$ cat config.mk
export PLATFORM = sky130hd
export DESIGN_NAME = bcd_conv_arbiter
export DESIGN_NICKNAME = d
export VERILOG_FILES = /design/src/rtl/bcd_conv_arbiter.sv
export SDC_FILE = /design/constraint.sdc
export NUM_CORES = 1
export LEC_CHECK = 0
export CAP_MARGIN = 20
export CELL_PAD_IN_SITES_DETAIL_PLACEMENT = 1
export CELL_PAD_IN_SITES_GLOBAL_PLACEMENT = 1
export CORE_ASPECT_RATIO = 1.5
export CORE_MARGIN = 1
export CORE_UTILIZATION = 37
export DETAILED_ROUTE_END_ITERATION = 8
export GPL_TIMING_DRIVEN = 0
export PLACE_DENSITY_LB_ADDON = 0.3
export SETUP_SLACK_MARGIN = 0.02
export SLEW_MARGIN = 20
export SYNTH_ARGS = -nofsm -noshare
export SYNTH_HDL_FRONTEND = slang
export SYNTH_SLANG_ARGS = --single-unit
$ cat constraint.sdc
create_clock -name clk -period 3.5 [get_ports clk]
set_input_delay 0.525 -clock clk [delete_from_list [all_inputs] [get_ports clk]]
set_output_delay 0.525 -clock clk [all_outputs]
set_load 0.01 [all_outputs]
$ cat src/rtl/bcd_conv_arbiter.sv
// Round-robin arbiter that shares one hex2bcd converter between three requesters.
// Each grant latches an operand, drives the converter, and returns a registered BCD result with ack.
module bcd_conv_arbiter #(
    parameter int START_LEN = 4,
    parameter int TMO       = 31
) (
    input  logic       clk,
    input  logic       rst,
    input  logic [2:0] req,
    input  logic [6:0] val0,
    input  logic [6:0] val1,
    input  logic [6:0] val2,
    output logic [2:0] ack,
    output logic [3:0] bcd_hi,
    output logic [3:0] bcd_lo,
    output logic       err,
    output logic       busy,
    output logic       conv_start,
    output logic [6:0] conv_din,
    input  logic       conv_done,
    input  logic [3:0] conv_bcd_h,
    input  logic [3:0] conv_bcd_l
);

    typedef enum logic [1:0] {IDLE, START, WAIT, DONE} state_t;

    localparam logic [7:0] START_LAST = 8'(START_LEN - 1);
    localparam logic [7:0] TMO_LAST   = 8'(TMO - 1);

    state_t     state;
    state_t     state_nxt;
    logic [1:0] ptr;
    logic [1:0] grant;
    logic [1:0] win_idx;
    logic       win_valid;
    logic [6:0] win_val;
    logic [6:0] operand;
    logic [7:0] cnt;
    logic       err_flag;
    logic       out_of_range;

    assign out_of_range = operand > 7'd99;

    // Winner is the first requesting index starting from ptr and wrapping mod 3.
    // NOTE: every always_comb output gets a default first so no path leaves it unassigned (no latch).
    always_comb begin
        win_valid = |req;
        win_idx   = ptr;
        case (ptr)
            2'd1:    win_idx = req[1] ? 2'd1 : (req[2] ? 2'd2 : 2'd0);
            2'd2:    win_idx = req[2] ? 2'd2 : (req[0] ? 2'd0 : 2'd1);
            default: win_idx = req[0] ? 2'd0 : (req[1] ? 2'd1 : 2'd2);
        endcase
    end

    always_comb begin
        win_val = val0;
        case (win_idx)
            2'd1:    win_val = val1;
            2'd2:    win_val = val2;
            default: win_val = val0;
        endcase
    end

    // NOTE: sequential state uses non-blocking assignments; reset is asynchronous and active-low.
    always_ff @(posedge clk or negedge rst) begin
        if (!rst) state <= IDLE;
        else      state <= state_nxt;
    end

    always_comb begin
        state_nxt = state;
        case (state)
            IDLE:  if (win_valid) state_nxt = START;
            START: begin
                if (out_of_range)            state_nxt = DONE;
                else if (cnt == START_LAST)  state_nxt = WAIT;
            end
            WAIT: begin
                if (conv_done)               state_nxt = DONE;
                else if (cnt == TMO_LAST)    state_nxt = DONE;
            end
            DONE:    state_nxt = IDLE;
            default: state_nxt = IDLE;
        endcase
    end

    // Datapath: operand/grant capture, shared start/timeout counter, result registers.
    always_ff @(posedge clk or negedge rst) begin
        if (!rst) begin
            ptr      <= 2'd0;
            grant    <= 2'd0;
            operand  <= 7'd0;
            cnt      <= 8'd0;
            err_flag <= 1'b0;
            bcd_hi   <= 4'd0;
            bcd_lo   <= 4'd0;
        end else begin
            case (state)
                IDLE: begin
                    if (win_valid) begin
                        operand  <= win_val;
                        grant    <= win_idx;
                        cnt      <= 8'd0;
                        err_flag <= 1'b0;
                    end
                end
                START: begin
                    if (out_of_range) begin
                        bcd_hi   <= 4'hF;
                        bcd_lo   <= 4'hF;
                        err_flag <= 1'b1;
                        cnt      <= 8'd0;
                    end else if (cnt == START_LAST) begin
                        cnt <= 8'd0;
                    end else begin
                        cnt <= cnt + 8'd1;
                    end
                end
                WAIT: begin
                    if (conv_done) begin
                        bcd_hi <= conv_bcd_h;
                        bcd_lo <= conv_bcd_l;
                    end else if (cnt == TMO_LAST) begin
                        bcd_hi   <= 4'hF;
                        bcd_lo   <= 4'hF;
                        err_flag <= 1'b1;
                    end else begin
                        cnt <= cnt + 8'd1;
                    end
                end
                DONE: begin
                    ptr      <= (grant == 2'd2) ? 2'd0 : grant + 2'd1;
                    cnt      <= 8'd0;
                    err_flag <= 1'b0;
                end
                default: ;
            endcase
        end
    end

    always_comb begin
        busy       = (state != IDLE);
        conv_start = (state == START) && !out_of_range;
        conv_din   = (state == START || state == WAIT) ? operand : 7'd0;
        ack        = (state == DONE) ? (3'b001 << grant) : 3'b000;
        err        = (state == DONE) && err_flag;
    end

endmodule

==> flow_metrics.tcl, run 1 <==
set metrics [dict create \
    status "finished, final reports clean" \
    synth_edf_count 0 \
    synth.most_common_cell "dfrtp_1" \
    final_nets 305 \
    fill_cells 571 \
    n_antenna_cell 0 \
    postCtsSetupBuffers 0 \
    cts_resized 0 \
    rsz0062_at_grt "false" \
    path_class "reg -> out" \
    htreeDepth 2 \
    yosys-top-cells-area "dfrtp_1 (42%), ha_1 (7.0%), o21ai_0 (5.6%)" \
    post-place-ws_ns 0.588 \
    antenna_found_initial 0 \
    synth_top_family_by_area "simple AND/OR/NAND/NOR gates" \
    reg2reg_to "operand[6]" \
    row_count 30 \
    synthXorXnorAreaFrac_pct 0.491 \
    cts_buffers 5 \
    drt-wirelength-per-cell_um 13.9 \
    dp_cells 317 \
    muxShareOfSynthArea_pct 1.89 \
    ir_drop_mv 0.309 \
    ant_nets 0 \
    synth_cells 198 \
    synthArstFlopShare_pct 100 \
    stdcell_area_um2 2480 \
    layout-drive-gt1-share_pct 7.69 \
    num_io_pins 56 \
    hp-class "in -> async" \
    grt_pass1_wl_um 7560 \
    clock_sinks 30 \
    report.final.setup_viol 0 \
    initial_core_util_pct 38.9 \
    synth_top_area_cell "dfrtp_1" \
    hold_viol 0 \
    root_buffer "clkbuf_8" \
    hold_buffers 0 \
    synth_common_cells "dfrtp_1 (30), nand2_1 (24), nor2_1 (24), o21ai_0 (20), inv_1 (11)" \
    cp_max_fo 10 \
    worst_slew_margin_rel_pct 39.4 \
    p_per_area_nw_per_um2 828 \
    fin_tns_setup_ns 0 \
    final_util_pct 54.3 \
    grt-ovfl-total 0 \
    drc 0 \
    crit_required_ns 2.97 \
    clk_latency_ns 0.28 \
    critPathLaunchType "flip-flop" \
    crit_path_end_kind "primary output" \
    dp_hpwl_um 3650 \
    wl_um 4500 \
    maxSlewViolCount 0 \
    dieArea_um2 5110 \
    tightest_slew_ns 0.902 \
    synth-main-ff-cell "dfrtp_1" \
    ys_seq_area_share_pct 42.1 \
    syn_area_per_cell_um2 9.00 \
    core_area_um2 4580 \
    io_buffer_count 55 \
    grt_start_max_net_pins 31 \
    r2r_cells 12 \
    vias_per_cell 5.11 \
    synth_compound_area_share_pct 20.9 \
    drtPass1Iterations 4 \
    synthAdderAreaFrac_pct 7.02 \
    period_needed_ns 2.70 \
    synth_area_um2 1780 \
    synth_top_area_share_pct 42.1 \
    vias 1657 \
    cts_buffer_depth 2 \
    cellLeakagePower_nw 1.08 \
    instances_no_fill 324 \
    final.setup.worst_slack_ns 0.801 \
    arrival_ns 2.17 \
    cts_tree "yes" \
    grt_usage_pct 19.5 \
    die_h_um 87.0 \
    die_w_um 58.7 \
    drt_iter0_drc 42 \
    cts.clk_slew.worst_paths_ns 0.07 \
    max_freq_ghz 0.371 \
    period_share_pct 77.1 \
    post_dp_cell_area_um2 2410 \
    regToRegStartpoint "ptr[1]" \
    gp_congestion 0.791 \
    ys_seq_elements 30 \
    final.setup_skew_ns 0.00561 \
    yosys.cell_types.count 40 \
    area_delta_synth_final_pct 39.4 \
    synth_warnings 0 \
    grt_pass1_vias 1713 \
    synthSimpleGateAreaFrac_pct 23.4 \
    rrSetupSlack_ns 1.05 \
    drv_cap 0 \
    synth_nets 243 \
]
[worst max-delay path by stage]
stage,startpoint,end,cells past startpoint
after floorplan,ptr[0],operand[6],10
after global placement,req[1],operand[6],11
after detailed placement,req[1],operand[6],11
after CTS,state[0],conv_din[5],5
after global routing,req[1],operand[6],11
final,state[0],conv_din[6],5
[state kept, by name, indices dropped and copies added (netlist names)]
register / flops
operand: 7
grant: 2
ptr: 2
cnt: 8
bcd_hi: 4
bcd_lo: 4
err_flag: 1
state: 2
[logic make-up after synthesis]
group	Yosys count
and+or+nand+nor	82
xor gates and xnor gates	1
buffers and inverters	17
AOI/OAI and AO/OA	55
muxes	3
adders and majority gates	10
DFF	30
[critical path: stages (launching register included)]
cell             delay (ns)
dfrtp_1                0.40
inv_1                  0.13
ha_1                   0.33
clkbuf_1               0.31
and2_1                 0.19
clkdlybuf4s50_1        0.54
[final cells by class]
| cell class | count | area [um2] | share of cell area [%] |
|---|---|---|---|
| tap | 64 | 80.1 | 3.22 |
| sequential | 30 | 751 | 30.2 |
| inverter | 11 | 41.3 | 1.66 |
| timing repair buffer | 55 | 546 | 22.0 |
| clock buffer | 7 | 76.3 | 3.07 |
| multi-input combinational | 151 | 958 | 38.6 |
| buffer | 6 | 32.5 | 1.31 |
[placed cells by master, fill, tap and decap left out, types with 2 or more instances in the layout]
master / n
clkdlybuf4s50_1: 54
dfrtp_1: 30
nor2_1: 24
nand2_1: 24
o21ai_0: 20
inv_1: 11
a21oi_1: 10
ha_1: 10
a22oi_1: 8
and2_1: 8
nand3_1: 6
clkbuf_1: 5
clkbuf_8: 5
buf_2: 3
mux2_2: 3
nor3_1: 3
and3b_1: 2
nand2b_1: 2
nor4b_1: 2
a211oi_1: 2
and3_4: 2
nor4_1: 2
a211o_1: 2
a22o_1: 2
o31ai_1: 2
o21bai_1: 2
[layer usage]
metal	vias to the layer above	global-route usage, %	share of wire, %
met5	-	0	0
met4	0	7.14	1.6
li1	821	-	-
met3	7	4.31	4.3
met1	785	19.4	37
met2	44	38.0	57
[through the flow]
step           hold WS [ns]  power [W]
2_1_floorplan         0.229    0.00133
3_3_place_gp          0.458    0.00178
3_5_place_dp          0.462    0.00183
4_1_cts               0.309    0.00209
5_1_grt               0.343    0.00224
6_report              0.282    0.00206
[report_power, final]
group | leakage [nW] | internal, W | switching (W)
clock network | 0.0383 | 0.000137 | 0.000126
registers | 0.377 | 0.000487 | 0.0000874
logic | 0.665 | 0.000571 | 0.000650
total | 1.08 | 0.00119 | 0.000864
Note: power is estimated with default switching activity, not from simulation.
==> run 2, diff against run 1 <==
Settings changed: CORE_UTILIZATION 37 to 34.
Clock period 3.5 ns to 2.7 ns, I/O delays scaled along.
==> flow_metrics.tcl, run 2 (synthesized netlist as in run 1, its figures left out) <==
set metrics [dict create \
    final_common_cell "clkdlybuf4s50_1" \
    crit_required_ns 2.82 \
    grt_pass1_vias 1833 \
    clk_latency_ns 0.28 \
    root_buffer "clkbuf_8" \
    hold_buffers 0 \
    io_buffer_count 55 \
    ir_drop_mv 0.508 \
    final_nets 304 \
    crit_path_end_kind "flip-flop" \
    drtPass1Iterations 2 \
    clock_sinks 30 \
    cp_cell_sequence "clkdlybuf4s50_1, nor2b_1, o21ai_0, nor2_1, a21oi_1, inv_1, ha_1, clkbuf_1, nor2_1, a21oi_1, o21ai_0" \
    top_regs "cnt: 8 flops, operand: 7 flops" \
    report.final.setup_viol 0 \
    vias 1681 \
    whs_ns 0.159 \
    mostFrequentLayoutCells "clkdlybuf4s50_1 (54), dfrtp_1 (30), nor2_1 (24), nand2_1 (24), o21ai_0 (20)" \
    n_antenna_cell 0 \
    cellLeakagePower_nw 1.09 \
    seqPwrFrac_pct 27.8 \
    dp_hpwl_um 3780 \
    switching_share_pct 41.7 \
    wl_um 4660 \
    finalPower_w 0.00270 \
    hp-class "in -> async" \
    cts_tree "yes" \
    ant_nets 0 \
    pwr-share-clk_pct 13.7 \
    p_per_area_nw_per_um2 1080 \
    cp_max_fo 10 \
    final.setup_skew_ns 0.00585 \
    initial_core_util_pct 36.2 \
    max_freq_ghz 0.410 \
    grt_pass1_wl_um 8140 \
    maxSlewViolCount 0 \
    crit_family "buffers and inverters" \
    antenna_found_initial 0 \
    row_count 31 \
    arrival_ns 2.56 \
    critical_path.max_stage_delay_ns 0.58 \
    die_w_um 61.1 \
    largest_register_ffs 8 \
    path_class "in -> reg" \
    htreeDepth 2 \
    tightest_slew_ns 0.836 \
    vias_per_cell 5.16 \
    num_io_pins 56 \
    drc 0 \
    drv_cap 0 \
    area_delta_synth_final_pct 40.1 \
    gp_congestion 0.777 \
    die_h_um 90.7 \
    fill_cells 598 \
    combPwrFrac_pct 58.5 \
    drt-wirelength-per-cell_um 14.3 \
    drt_iter0_drc 49 \
    cts_resized 0 \
    cts_buffers 5 \
    hold_viol 0 \
    slowest_stage "clkdlybuf4s50_1" \
    worst_slew_margin_rel_pct 43.8 \
    status "finished, final reports clean" \
    core_area_um2 4930 \
    period_share_pct 90.3 \
    fin_tns_setup_ns 0 \
    rsz0062_at_grt "false" \
    grt_usage_pct 19.3 \
    power.internal_w 0.00157 \
    cts_buffer_depth 2 \
    critPathLaunchType "input pin" \
    path_buf_inv 3 \
    grt_start_max_net_pins 31 \
    postCtsSetupBuffers 0 \
    dieArea_um2 5540 \
    regMostFlops "cnt" \
    cts.clk_slew.worst_paths_ns 0.07 \
    grt-ovfl-total 0 \
    period_needed_ns 2.44 \
    layout-drive-gt1-share_pct 8.46 \
    p_sw_w 0.00112 \
]
run 2: cell count changes in the layout (fill, tap and decap cells not counted):
cell	before	now
clkbuf_1	5	3
clkinv_2	0	1
clkbuf_8	5	6
run 2: cell type report:
class                   instances  area [um2]  area share (%)
multi-input cells             151         958            38.4
clock inverters                 1        5.00           0.200
repair buffers                 55         546            21.8
inverters                      11        41.3            1.65
clock buffers                   7        86.3            3.46
well taps                      66        82.6            3.30
flip-flops and latches         30         751            30.0
plain buffers                   5        28.8            1.15
run 2: path summary, 6_finish.rpt:
check	startpoint	end	slack, ns	depth (start not counted)
worst max-delay path	req[1]	operand[5]	0.26	11
worst min register to register	operand[1]	operand[1]	0.47	2
worst max register to register	ptr[1]	operand[5]	0.31	12
min in group clk	operand[1]	operand[1]	0.47	2
max in group asynchronous	rst	bcd_hi[1]	2.09	1
worst min-delay path	rst	cnt[4]	0.16	1
run 2: per-stage QoR:
| step | area, um2 | util (%) | worst slack (ns) | std cells |
|---|---|---|---|---|
| global route | 2500 | 50.7 | 0.0606 | 326 |
| CTS | 2500 | 50.8 | 0.0881 | 327 |
| finish | 2500 | 50.7 | 0.263 | 326 |
| global placement | 2420 | 49.0 | -0.00682 | 319 |
| detailed placement | 2410 | 48.9 | -0.0817 | 319 |
| floorplan | 1780 | - | 0.611 | 198 |
run 2: layer usage:
metal	track usage [%]	part of all wire [%]
met5	0	0
met4	7.20	2.1
met3	4.73	4.5
met2	36.1	58
met1	19.0	36
run 2: power by group through the flow:
stage               clock, W  sequential, W  combinational (W)
finish              0.000370       0.000750            0.00158
floorplan                  0       0.000757           0.000965
global route        0.000403       0.000779            0.00178
global placement           0       0.000749            0.00156
CTS                 0.000383       0.000754            0.00163
detailed placement         0       0.000760            0.00162
==> run 3, diff against run 2 <==
Settings changed: CTS_CLUSTER_DIAMETER set to 30, REMOVE_ABC_BUFFERS set to 1.
==> flow_metrics.tcl, run 3 (synthesized netlist as in run 1, its figures left out) <==
set metrics [dict create \
    drtPass1Iterations 4 \
    met2_usage_pct 35.2 \
    initial_core_util_pct 36.2 \
    reg2reg_to "cnt[0]" \
    critical_path.max_stage_delay_ns 0.55 \
    stdcell_area_um2 2490 \
    root_buffer "clkbuf_8" \
    dp_hpwl_um 3490 \
    rsz0062_at_grt "false" \
    max_freq_ghz 0.408 \
    status "finished, final reports clean" \
    period_share_pct 90.7 \
    arrival_ns 2.05 \
    fill_cells 602 \
    layout-drive-gt1-share_pct 8.98 \
    multi_input_area_um2 973 \
    ir_drop_mv 0.529 \
    n_antenna_cell 0 \
    wl_um 4580 \
    rrSetupSlack_ns 0.37 \
    r2r_cells 7 \
    mostFrequentLayoutCells "clkdlybuf4s50_1 (54), dfrtp_1 (30), nor2_1 (24), nand2_1 (24), o21ai_0 (20)" \
    path_class "reg -> out" \
    worst_slew_margin_rel_pct 54.5 \
    drt_iter0_drc 47 \
    maxSlewViolCount 0 \
    antenna_found_initial 0 \
    grtUsageMet1_pct 20.4 \
    period_needed_ns 2.45 \
    report.final.setup_viol 0 \
    gp_congestion 0.805 \
    io_buffer_count 55 \
    final_common_cell "clkdlybuf4s50_1" \
    critPathLaunchType "flip-flop" \
    dieArea_um2 5540 \
    final_util_pct 50.6 \
    final.setup_skew_ns 0.00683 \
    core_area_um2 4930 \
    cts_buffers 5 \
    tightest_slew_ns 0.682 \
    ant_nets 0 \
    grt_usage_pct 19.2 \
    regToRegStartpoint "state[0]" \
    fin_tns_setup_ns 0 \
    crit_path_end_kind "primary output" \
    hp-class "in -> async" \
    drt-wirelength-per-cell_um 14.2 \
    p_per_area_nw_per_um2 1070 \
    top_regs "cnt: 8 flops, operand: 7 flops" \
    cp_cell_sequence "inv_1, ha_1, and2_1, clkdlybuf4s50_1" \
    grt_pass1_wl_um 7960 \
    grt-ovfl-total 0 \
    drc 0 \
    cellLeakagePower_nw 1.08 \
    post_dp_cell_area_um2 2390 \
    cts.clk_slew.worst_paths_ns 0.07 \
    register_area_um2 751 \
    cp_max_fo 11 \
    die_w_um 61.1 \
    whs_ns 0.159 \
    vias 1636 \
    cts_buffer_depth 2 \
    slowest_stage "clkdlybuf4s50_1" \
    busiest_layer "met2" \
    regMostFlops "cnt" \
    gr-usage-met3_pct 5.01 \
    num_io_pins 56 \
    cts_tree "yes" \
    htreeDepth 2 \
    final_nets 300 \
    crit_required_ns 2.30 \
    grt_start_max_net_pins 31 \
    vias_per_cell 5.08 \
    clk_latency_ns 0.28 \
    hold_viol 0 \
    grt_pass1_vias 1753 \
    area_delta_synth_final_pct 39.8 \
    crit_family "buffers and inverters" \
    die_h_um 90.7 \
    row_count 31 \
    largest_register_ffs 8 \
    drv_cap 0 \
    path_buf_inv 2 \
    clock_sinks 30 \
]
[run 3: changes by cell type in the layout (fill, tap and decap cells not counted), sizes merged]
cell / before / now
buf: 4 / 2
clkbuf: 9 / 7
[run 3: how the worst max path moves through the flow]
stage | from | to | slack, ns | depth (start not counted)
2_1_floorplan | state[0] | cnt[0] | 0.69 | 7
3_5_place_dp | req[1] | operand[4] | 0.10 | 10
3_3_place_gp | req[1] | operand[1] | 0.05 | 3
4_1_cts | state[0] | cnt[0] | 0.18 | 7
5_1_grt | state[0] | conv_din[3] | 0.1 | 4
6_report | state[0] | conv_din[6] | 0.25 | 4
[run 3: layout make-up]
cell class                 instances  area share, %
multi-input combinational        151           39.1
sequential                        30           30.1
timing repair buffer              56           22.2
clock buffer                       7           3.46
tap                               66           3.31
inverter                          11           1.66
clock inverter                     1          0.201
[run 3: what timing repair did]
item                       4_1_cts  5_1_grt
hold buffers                     0        0
buffers inserted                 0        0
setup endpoints to repair        0        2
resized for setup                0        2
[run 3: metrics by stage]
step	std cells	total power, W	setup WS [ns]
2_1_floorplan	192	0.00168	0.691
3_3_place_gp	313	0.00224	0.0451
3_5_place_dp	314	0.00231	0.103
4_1_cts	322	0.00270	0.176
5_1_grt	322	0.00294	0.0970
6_report	322	0.00267	0.250
[run 3: metal layers]
metal | share of wire [%] | wire length [um]
met1 | 39 | 1770
met4 | 1.2 | 54
met5 | 0 | 0
met3 | 4.0 | 184
met2 | 56 | 2580
[run 3: power breakdown]
part	total, W	switching, W	leakage [nW]	internal [W]
Sequential	0.000754	0.000123	0.377	0.000631
Combinational	0.00155	0.000828	0.655	0.000720
Clock	0.000371	0.000166	0.0482	0.000205
==> RTL edit 1, RTL diff (settings of run 3) <==
Encoding of `state_t`: now one-hot (4 bits for 4 states).
--- a/src/rtl/bcd_conv_arbiter.sv
+++ b/src/rtl/bcd_conv_arbiter.sv
@@ -22,7 +22,7 @@
     input  logic [3:0] conv_bcd_l
 );
 
-    typedef enum logic [1:0] {IDLE, START, WAIT, DONE} state_t;
+    typedef enum logic [3:0] {IDLE = 4'b0001, START = 4'b0010, WAIT = 4'b0100, DONE = 4'b1000} state_t;
 
     localparam logic [7:0] START_LAST = 8'(START_LEN - 1);
     localparam logic [7:0] TMO_LAST   = 8'(TMO - 1);
Function: same outputs for any inputs over 10 cycles, from zero or initial values and one cycle with rst low; not proved beyond that.
==> RTL edit 1 against run 3 <==
- sequential power rose by 5.6%
- combinational power fell by 32%
- total power fell by 13%
- first-iteration DRC count rose by 6.4%
- routed wire length rose by 11%
- clock skew fell by 0.0035 ns
- register-to-register slack got worse by 0.11 ns
- sequential cell count rose by 2
- worst setup slack got worse by 0.18 ns
- final area rose by 3.9%
- final cell count fell by 1.9%
- synthesized area rose by 1.5%
- die area rose by 1.5%
- largest cell class unchanged
- largest power group unchanged
- highest routed layer unchanged
==> RTL edit 1: results <==
[clock_tree]
cts_resized = 3

[routing]
vias = 1693
drtIter0Drc = 50
wl_met2_mm = 2.87
wl_met3_microns = 209

[worst_setup_path]
crit_arrival_ns = 2.23
slowest_delay_ns = 0.65
rr_worst_depth = 5
critPathCapture = ack[1]
startpoint = state[1]
crit_family = simple AND/OR/NAND/NOR gates
critPathSlowestCell = or4b_4
rrSetupSlack_ns = 0.26
timing.rr.end = cnt[4]
cp_max_fo = 8

[synthesis]
synth_cell_types = 46
synthMuxAreaShare_pct = 0
synth_compound_area_share_pct = 25.3
yosysTopAreaCellShare_pct = 42.8
seq_area_frac_synth_pct = 44.3
yosys.area_share.xor_xnor_pct = 0.484

[status]
run_status = finished clean

[global_route]
grt_usage_pct = 20.5
use_met3_pct = 5.70
grt_pass1_vias = 1802
use_met2_pct = 36.3
grt_max_degree = 20

[cells_and_area]
seq_cell_count = 32
clockNetworkAreaShare_pct = 4.30
multi_input_cells = 144
sh_seq_area_pct = 31.0
multi_input_area_share_pct = 38.2
nNonClkInverters = 8
fillers = 618
buf_share_pct = 22.1
drive_gt1_share_pct = 10.9
fin_nets = 288
syn_to_final_growth_pct = 43.1

[pwr]
power.density_mw_per_mm2 = 894
pg_seq_uw = 796
intPower_uw = 1420
ir_drop_mv = 0.425
power_clock_uw = 461

[placed_design]
routabilityCongestion = 0.758
hpwl_mm = 3.88
place_ws_ns = 0.116

[sta]
worst_pin_slew_ns = 0.717
clock_skew_ns = 0.00333
## RTL edit 1: cell types whose count changed after synthesis, moves of 3 or more
cell / delta
ha_1: -4
inv_1: -3
mux2_2: -3
nand2_1: -5
nor2_1: -11
o21ai_0: -4
o22a_1: +8
or4b_1: +4
## RTL edit 1: kinds of logic after synthesis
| family | count (synthesis) |
|---|---|
| and+or+nand+nor | 73 |
| DFF | 32 |
| AOI/OAI and AO/OA | 64 |
| buffers and inverters | 13 |
| xor gates and xnor gates | 1 |
| adders and majority gates | 6 |
## RTL edit 1: metrics by stage
| stage | utilization, % | hold slack, ns | power [uW] | std cells |
|---|---|---|---|---|
| 2_1_floorplan | - | 0.109 | 1400 | 184 |
| 3_3_place_gp | 47.2 | 0.452 | 1810 | 307 |
| 3_5_place_dp | 47.6 | 0.354 | 1840 | 308 |
| 4_1_cts | 50.1 | 0.0513 | 2320 | 316 |
| 5_1_grt | 50.5 | 0.0628 | 2500 | 316 |
| 6_report | 50.5 | 0.0425 | 2310 | 316 |
==> RTL edit 2, RTL diff (settings of run 3) <==
Without the edit above. The parameter `TMO` goes from 31 to 23.
--- a/src/rtl/bcd_conv_arbiter.sv
+++ b/src/rtl/bcd_conv_arbiter.sv
@@ -2,7 +2,7 @@
 // Each grant latches an operand, drives the converter, and returns a registered BCD result with ack.
 module bcd_conv_arbiter #(
     parameter int START_LEN = 4,
-    parameter int TMO       = 31
+    parameter int TMO       = 23
 ) (
     input  logic       clk,
     input  logic       rst,
Behaviour: same outputs for any inputs over 10 cycles, from zero or initial values and one cycle with rst low; that may be too few to reach the edited logic, so the function may still have changed.
==> RTL edit 2 against run 3 <==
- routed wire length rose by 1.3%
- worst setup slack worse by 0.020 ns
- synthesized cell count rose by 2.5%
- first-iteration DRC count down 38%
- final area increased by 4.8%
- sequential cell count unchanged
- highest routed layer unchanged
- non-clock buffer count unchanged
- synthesized area up 5.8%
- die area increased by 5.6%
- sequential share of layout area down 1.4 points
- combinational power increased by 6%
- total power increased by 5.2%
- register-to-register slack improved by 0.12 ns
==> RTL edit 2: results <==
[status]
run_status = finished clean

[synthesis]
yosys-top-cells-count = dfrtp_1, nand2_1, nor2_1, inv_1, o21ai_1
synthAdderAreaFrac_pct = 6.64
synthMuxAreaShare_pct = 5.64
synth_cell_types = 41
synth_compound_area_share_pct = 24.8

[worst_setup_path]
rrSetupSlack_ns = 0.49
timing.rr.end = cnt[7]
cp_max_fo = 15
critPathCapture = conv_din[2]

[cells_and_area]
drive_gt1_share_pct = 9.58
buf_share_pct = 21.2
nNonClkInverters = 19
final_core_util_pct = 49.8
fillers = 618
multi_input_area_sq_mm = 0.00104
clkbuf_count = 8
multi_input_cells = 148

[global_route]
grt_pass1_vias = 1833
grt_pass1_wl_mm = 8.30
grt_usage_pct = 18.1

[placed_design]
hpwl_mm = 3.61
routabilityCongestion = 0.760
place_ws_ns = 0.306

[sta]
min_period_ns = 2.47
clock_skew_ns = 0.00594
worst_hold_slack_ns = 0.154

[pwr]
power.density_mw_per_mm2 = 1080
ir_drop_mv = 0.652
clkPwrFrac_pct = 15.3
p_leak_uw = 0.00114
swShare_pct = 40.8

[routing]
via_per_inst = 5.16

[die]
rows = 32
==> RTL edit 2: changes by cell type after synthesis, moves of 3 or more <==
| cell | before | now |
|---|---|---|
| o21ai_0 | 20 | 3 |
| o21ai_1 | 1 | 13 |
| inv_1 | 11 | 19 |
| mux2i_1 | 0 | 8 |
| nor2_1 | 24 | 20 |
| mux2_2 | 3 | 0 |
| nand3_1 | 6 | 3 |
| o2111ai_1 | 0 | 3 |
| o211ai_1 | 0 | 3 |
| o211ai_2 | 1 | 4 |
==> RTL edit 2: critical path: stages (launching register included) <==
cell and delay [ns]:
dfrtp_1 0.41, inv_1 0.12, ha_2 0.53, and2_1 0.19
clkdlybuf4s50_1 0.54
==> RTL edit 2: routing by layer <==
| layer | GRT usage (%) | vias up | wire length (microns) |
|---|---|---|---|
| met5 | 0 | - | 0 |
| met4 | 7.36 | 0 | 86 |
| met3 | 4.63 | 7 | 262 |
| met2 | 35.0 | 49 | 2580 |
| met1 | 17.9 | 812 | 1720 |
| li1 | - | 828 | - |
